## config.mk

```make
export PLATFORM = sky130hd
export DESIGN_NAME = tap_ctrl
export DESIGN_NICKNAME = d
export VERILOG_FILES = /design/src/rtl/tap_ctrl.sv
export SDC_FILE = /design/constraint.sdc
export NUM_CORES = 1
export LEC_CHECK = 0
export BUFFER_PORTS_ARGS = -buffer_cell sky130_fd_sc_hd__buf_2
export CELL_PAD_IN_SITES_DETAIL_PLACEMENT = 0
export CELL_PAD_IN_SITES_GLOBAL_PLACEMENT = 2
export CORE_MARGIN = 10
export CORE_UTILIZATION = 35
export DETAILED_ROUTE_END_ITERATION = 10
export PLACE_DENSITY_LB_ADDON = 0.05
export SLEW_MARGIN = 20
export SYNTH_ARGS = -nofsm -noshare
export SYNTH_HDL_FRONTEND = slang
export SYNTH_SLANG_ARGS = --single-unit
```

## constraint.sdc

```tcl
create_clock -name TCK -period 4 [get_ports TCK]
set_input_delay 0.4 -clock TCK [delete_from_list [all_inputs] [get_ports TCK]]
set_output_delay 0.4 -clock TCK [all_outputs]
set_load 0.01 [all_outputs]
```

## src/rtl/tap_ctrl.sv

```systemverilog
// IEEE 1149.1 TAP controller with 4-bit instruction register, one-hot select decode and TDO mux.
// Define TAP_STATE_DBG_EN to expose the encoded FSM state on TAP_STATE[3:0].
module tap_ctrl #(
  parameter int              IR_W        = 4,
  parameter logic [IR_W-1:0] OP_EXTEST   = 4'h0,
  parameter logic [IR_W-1:0] OP_IDCODE   = 4'h1,
  parameter logic [IR_W-1:0] OP_SAMPLE   = 4'h2,
  parameter logic [IR_W-1:0] OP_INTEST   = 4'h3,
  parameter logic [IR_W-1:0] OP_USERCODE = 4'h4,
  parameter logic [IR_W-1:0] OP_RUNBIST  = 4'h5,
  parameter logic [IR_W-1:0] OP_GETTEST  = 4'h6,
  parameter logic [IR_W-1:0] IR_CAPTURE  = 4'b0101
) (
  input  logic       TCK,
  input  logic       TRST,
  input  logic       TMS,
  input  logic       TDI,
  input  logic       ID_REG_TDO,
  input  logic       USERCODE_REG_TDO,
  input  logic       BSR_TDO,
  input  logic       BIST_TDO,
  output logic       CAPTUREDR,
  output logic       SHIFTDR,
  output logic       UPDATEDR,
  output logic       IDCODE_SELECT,
  output logic       SAMPLE_SELECT,
  output logic       EXTEST_SELECT,
  output logic       INTEST_SELECT,
  output logic       USERCODE_SELECT,
  output logic       RUNBIST_SELECT,
  output logic       GETTEST_SELECT,
  output logic       TDO,
  output logic       TDO_EN
`ifdef TAP_STATE_DBG_EN
  ,
  output logic [3:0] TAP_STATE
`endif
);

  // Standard 1149.1 state encoding
  localparam logic [3:0] ST_EX2_DR   = 4'h0;
  localparam logic [3:0] ST_EX1_DR   = 4'h1;
  localparam logic [3:0] ST_SHIFT_DR = 4'h2;
  localparam logic [3:0] ST_PAUSE_DR = 4'h3;
  localparam logic [3:0] ST_SEL_IR   = 4'h4;
  localparam logic [3:0] ST_UPD_DR   = 4'h5;
  localparam logic [3:0] ST_CAP_DR   = 4'h6;
  localparam logic [3:0] ST_SEL_DR   = 4'h7;
  localparam logic [3:0] ST_EX2_IR   = 4'h8;
  localparam logic [3:0] ST_EX1_IR   = 4'h9;
  localparam logic [3:0] ST_SHIFT_IR = 4'hA;
  localparam logic [3:0] ST_PAUSE_IR = 4'hB;
  localparam logic [3:0] ST_RTI      = 4'hC;
  localparam logic [3:0] ST_UPD_IR   = 4'hD;
  localparam logic [3:0] ST_CAP_IR   = 4'hE;
  localparam logic [3:0] ST_TLR      = 4'hF;

  localparam int SEL_IDCODE   = 0;
  localparam int SEL_SAMPLE   = 1;
  localparam int SEL_EXTEST   = 2;
  localparam int SEL_INTEST   = 3;
  localparam int SEL_USERCODE = 4;
  localparam int SEL_RUNBIST  = 5;
  localparam int SEL_GETTEST  = 6;
  localparam logic [6:0] SEL_RESET = 7'b0000001;

  logic [3:0]      state_q, state_d;
  logic [IR_W-1:0] ir_sh_q, ir_sh_d;
  logic [IR_W-1:0] ir_q, ir_d;
  logic [6:0]      sel_q, sel_d;
  logic            bypass_q, bypass_d;
  logic            tdo_q, tdo_d;
  logic            tdo_en_q, tdo_en_d;
  logic            byp_sel;
  logic            dr_tdo;

  always_comb begin
    state_d = state_q;
    case (state_q)
      ST_TLR:      state_d = TMS ? ST_TLR    : ST_RTI;
      ST_RTI:      state_d = TMS ? ST_SEL_DR : ST_RTI;
      ST_SEL_DR:   state_d = TMS ? ST_SEL_IR : ST_CAP_DR;
      ST_CAP_DR:   state_d = TMS ? ST_EX1_DR : ST_SHIFT_DR;
      ST_SHIFT_DR: state_d = TMS ? ST_EX1_DR : ST_SHIFT_DR;
      ST_EX1_DR:   state_d = TMS ? ST_UPD_DR : ST_PAUSE_DR;
      ST_PAUSE_DR: state_d = TMS ? ST_EX2_DR : ST_PAUSE_DR;
      ST_EX2_DR:   state_d = TMS ? ST_UPD_DR : ST_SHIFT_DR;
      ST_UPD_DR:   state_d = TMS ? ST_SEL_DR : ST_RTI;
      ST_SEL_IR:   state_d = TMS ? ST_TLR    : ST_CAP_IR;
      ST_CAP_IR:   state_d = TMS ? ST_EX1_IR : ST_SHIFT_IR;
      ST_SHIFT_IR: state_d = TMS ? ST_EX1_IR : ST_SHIFT_IR;
      ST_EX1_IR:   state_d = TMS ? ST_UPD_IR : ST_PAUSE_IR;
      ST_PAUSE_IR: state_d = TMS ? ST_EX2_IR : ST_PAUSE_IR;
      ST_EX2_IR:   state_d = TMS ? ST_UPD_IR : ST_SHIFT_IR;
      ST_UPD_IR:   state_d = TMS ? ST_SEL_DR : ST_RTI;
      default:     state_d = ST_TLR;
    endcase
  end

  // Selects decode the next latch value so they line up with the IR latch itself.
  always_comb begin
    ir_sh_d = ir_sh_q;
    if (state_q == ST_CAP_IR)        ir_sh_d = IR_CAPTURE;
    else if (state_q == ST_SHIFT_IR) ir_sh_d = {TDI, ir_sh_q[IR_W-1:1]};

    ir_d = ir_q;
    if (state_q == ST_UPD_IR)   ir_d = ir_sh_q;
    else if (state_q == ST_TLR) ir_d = OP_IDCODE;

    sel_d = '0;
    case (ir_d)
      OP_IDCODE:   sel_d[SEL_IDCODE]   = 1'b1;
      OP_SAMPLE:   sel_d[SEL_SAMPLE]   = 1'b1;
      OP_EXTEST:   sel_d[SEL_EXTEST]   = 1'b1;
      OP_INTEST:   sel_d[SEL_INTEST]   = 1'b1;
      OP_USERCODE: sel_d[SEL_USERCODE] = 1'b1;
      OP_RUNBIST:  sel_d[SEL_RUNBIST]  = 1'b1;
      OP_GETTEST:  sel_d[SEL_GETTEST]  = 1'b1;
      default:     sel_d = '0;
    endcase
  end

  assign byp_sel = (sel_q == '0);

  always_comb begin
    bypass_d = bypass_q;
    if (byp_sel) begin
      if (state_q == ST_CAP_DR)        bypass_d = 1'b0;
      else if (state_q == ST_SHIFT_DR) bypass_d = TDI;
    end
  end

  always_comb begin
    if (sel_q[SEL_IDCODE])        dr_tdo = ID_REG_TDO;
    else if (sel_q[SEL_USERCODE]) dr_tdo = USERCODE_REG_TDO;
    else if (sel_q[SEL_RUNBIST])  dr_tdo = BIST_TDO;
    else if (sel_q[SEL_SAMPLE] || sel_q[SEL_EXTEST] ||
             sel_q[SEL_INTEST] || sel_q[SEL_GETTEST]) dr_tdo = BSR_TDO;
    else                          dr_tdo = bypass_q;
  end

  always_comb begin
    tdo_d    = tdo_q;
    tdo_en_d = 1'b0;
    if (state_q == ST_SHIFT_IR) begin
      tdo_d    = ir_sh_q[0];
      tdo_en_d = 1'b1;
    end else if (state_q == ST_SHIFT_DR) begin
      tdo_d    = dr_tdo;
      tdo_en_d = 1'b1;
    end
  end

  always_ff @(posedge TCK or posedge TRST) begin
    if (TRST) begin
      state_q  <= ST_TLR;
      ir_sh_q  <= IR_CAPTURE;
      ir_q     <= OP_IDCODE;
      sel_q    <= SEL_RESET;
      bypass_q <= 1'b0;
    end else begin
      state_q  <= state_d;
      ir_sh_q  <= ir_sh_d;
      ir_q     <= ir_d;
      sel_q    <= sel_d;
      bypass_q <= bypass_d;
    end
  end

  // TDO launches on the falling edge so the downstream device samples it on the rising edge.
  always_ff @(negedge TCK or posedge TRST) begin
    if (TRST) begin
      tdo_q    <= 1'b0;
      tdo_en_q <= 1'b0;
    end else begin
      tdo_q    <= tdo_d;
      tdo_en_q <= tdo_en_d;
    end
  end

  assign CAPTUREDR       = (state_q == ST_CAP_DR);
  assign SHIFTDR         = (state_q == ST_SHIFT_DR);
  assign UPDATEDR        = (state_q == ST_UPD_DR);
  assign IDCODE_SELECT   = sel_q[SEL_IDCODE];
  assign SAMPLE_SELECT   = sel_q[SEL_SAMPLE];
  assign EXTEST_SELECT   = sel_q[SEL_EXTEST];
  assign INTEST_SELECT   = sel_q[SEL_INTEST];
  assign USERCODE_SELECT = sel_q[SEL_USERCODE];
  assign RUNBIST_SELECT  = sel_q[SEL_RUNBIST];
  assign GETTEST_SELECT  = sel_q[SEL_GETTEST];
  assign TDO             = tdo_q;
  assign TDO_EN          = tdo_en_q;
`ifdef TAP_STATE_DBG_EN
  assign TAP_STATE       = state_q;
`endif

endmodule

```

==> metrics <==
total power 0.957 mW; clock group share of total power 12.8%; post-synthesis instance total 108; Post-DP HPWL 1.66 mm; vias post-DR 794; reg-to-reg endpoint TDO; asr flop ratio synth 100%; Yosys top cell by area dfrtp_1; clk_skew 5.88 ps; Via density 4.99; max_cap viols 0; Setup CP Type register to register; P_int 0.573 mW; PwrDens 789 nW/um^2; IO Port Bufs 19; Peak supply drop 0.000323 V; crit path DAT 1600 ps; Comb pwr share 39.3%; clock buffer depth 2; Cell Area, Synth 1060 um^2; R2R cell count 4; Final Max Slew Viols 0; Worst Setup EP TDO; r2r setup slk 560 ps; Starting Density 37.5%; post-CTS resize count 0; core area 2830 um^2; Synth Net Count 116; initial antenna violation count 0; initial DRC count 36; fin nets 137; Final WS setup 555 ps; Synth top cells by count nand2_1, dfrtp_1, nor2_1; Sw Ratio 40.1%; Net Switching 0.383 mW; worst hold path class primary input to async pin; Leakage 0.590 nW; DRC violations left 0; die width 75.1 um; EDFF count, synth 0; final setup vio count 0; worst slack, placed 550 ps; Routed WL per cell 13.6 um; crit path max fanout 13; RSZ-0062 raised after global routing false; element type at the critical path end register; Final ANT Viol Nets 0; Rel. slew slack 69.1%; Required @ worst endpoint 2150 ps; Total GRT Usage 8.65%; clock-pin slew on the worst setup and hold paths 120 ps; largest net degree at the start of global routing 23; CTS tree built; final core occ 42.9%; fin cells 159; Placed Cells 155; Reg-to-Reg Start state_q[1]; Synth Register Bits 22; Area contributors post-synth dfrtp_1, dfstp_2, nand2_1; gpl congestion 0.732; worst slew pin tran 459 ps; Sequential Power Share 47.9%; post-synth top area share 28.3%; layout cell share with drive strength beyond 1 31.3%; vias in the first global route 743; Seq/Total Area, Yosys 52.8%; Die ar. 5630 um^2; hold slack 95.4 ps; global-route wire length before repair 3.76 mm; status completed; final instance area 1210 um^2; grt ovf 0; final hold viol count 0; start point of the critical path state_q[1]; post-CTS setup buffers 0; diodes inserted 0; cell with the most instances after synthesis nand2_1; Yosys cell types 32; WL final 2.16 mm; Die Ht 75.1 um; startpoint types register; clk_lat worst skew 310 ps; Pre-antenna DRT Iters 2; Syn Area/Cell 9.82 um^2; warnings from Yosys 0; total negative setup slack 0 ps; TritonCTS Buffers 3; Most used DFF post-synth dfrtp_1; row count 19; area grow syn2layout 14.3%; Filler Cells Inserted 282; clock root buffer clkbuf_4; placed inst area 1180 um^2; htree depth 1; CTS Hold Bufs 0; Clock Sinks 22; Ports 20
## registers in the layout, indices dropped and copies added (netlist names)
name	count
bypass_q	1
ir_sh_q	4
ir_q	4
TDO	1
sel_q	7
state_q	4
TDO_EN	1
## per-layer routing
| layer | wire length, um | global-route usage (%) |
|---|---|---|
| met2 | 882 | 12.2 |
| met4 | 14 | 2.52 |
| met5 | 0 | 0 |
| met3 | 199 | 3.55 |
| met1 | 1060 | 11.8 |
## power groups by stage
stage	Sequential (mW)	Combinational (mW)	Clock (mW)
detailed placement	0.465	0.386	0
floorplan	0.419	0.322	0
global route	0.482	0.437	0.138
global placement	0.465	0.383	0
CTS	0.461	0.387	0.128
finish	0.458	0.376	0.123
## area by class of cell
| cell class | count | area (um^2) | share of cell area [%] |
|---|---|---|---|
| repair buffers | 20 | 103 | 8.46 |
| well taps | 31 | 38.8 | 3.20 |
| inverters | 8 | 30.0 | 2.48 |
| flip-flops and latches | 22 | 561 | 46.2 |
| clock buffers | 4 | 36.3 | 2.99 |
| multi-input cells | 74 | 444 | 36.6 |
## cell usage in the layout, fill, tap and decap left out, drive strengths merged
cell    count
a22oi       1
a32oi       1
dfrtn       2
nand3       2
buf        20
and2b       1
a21oi       7
o21a        1
nand3b      1
nor2       11
nand2      16
o21ai       8
dfrtp      12
o31ai       1
nor2b       4
nor3b       2
clkbuf      4
nor4        2
mux2i       4
o22ai       1
or2         1
or3         1
nand2b      2
inv         8
nor3        4
mux2        3
dfstp       8
## kinds of logic (layout without fill, tap and decap cells)
group | Yosys count | count (layout) | share of synthesized area (%)
buffers and inverters | 12 | 32 | 5.31
AOI/OAI and AO/OA | 20 | 20 | 10.6
muxes | 7 | 7 | 8.49
DFF | 22 | 22 | 52.8
and+or+nand+nor | 47 | 47 | 22.8
## how the worst min path moves through the flow
stage / startpoint / to / slack [ps] / cells past startpoint
after floorplan: TRST / bypass_q / 380 / 1
after global placement: TDO / TDO / 440 / 2
after detailed placement: TDO / TDO / 440 / 2
after CTS: TRST / ir_q[1] / 110 / 3
after global routing: TRST / sel_q[6] / 110 / 3
final: TRST / sel_q[2] / 100 / 3
## critical path, cell delays in order, from the launching register on
cell	delay (ps)
dfstp_2	670
nand2b_1	150
nor2_1	200
mux2i_1	190
o21ai_0	80
Power figures use the tool's default switching activity.
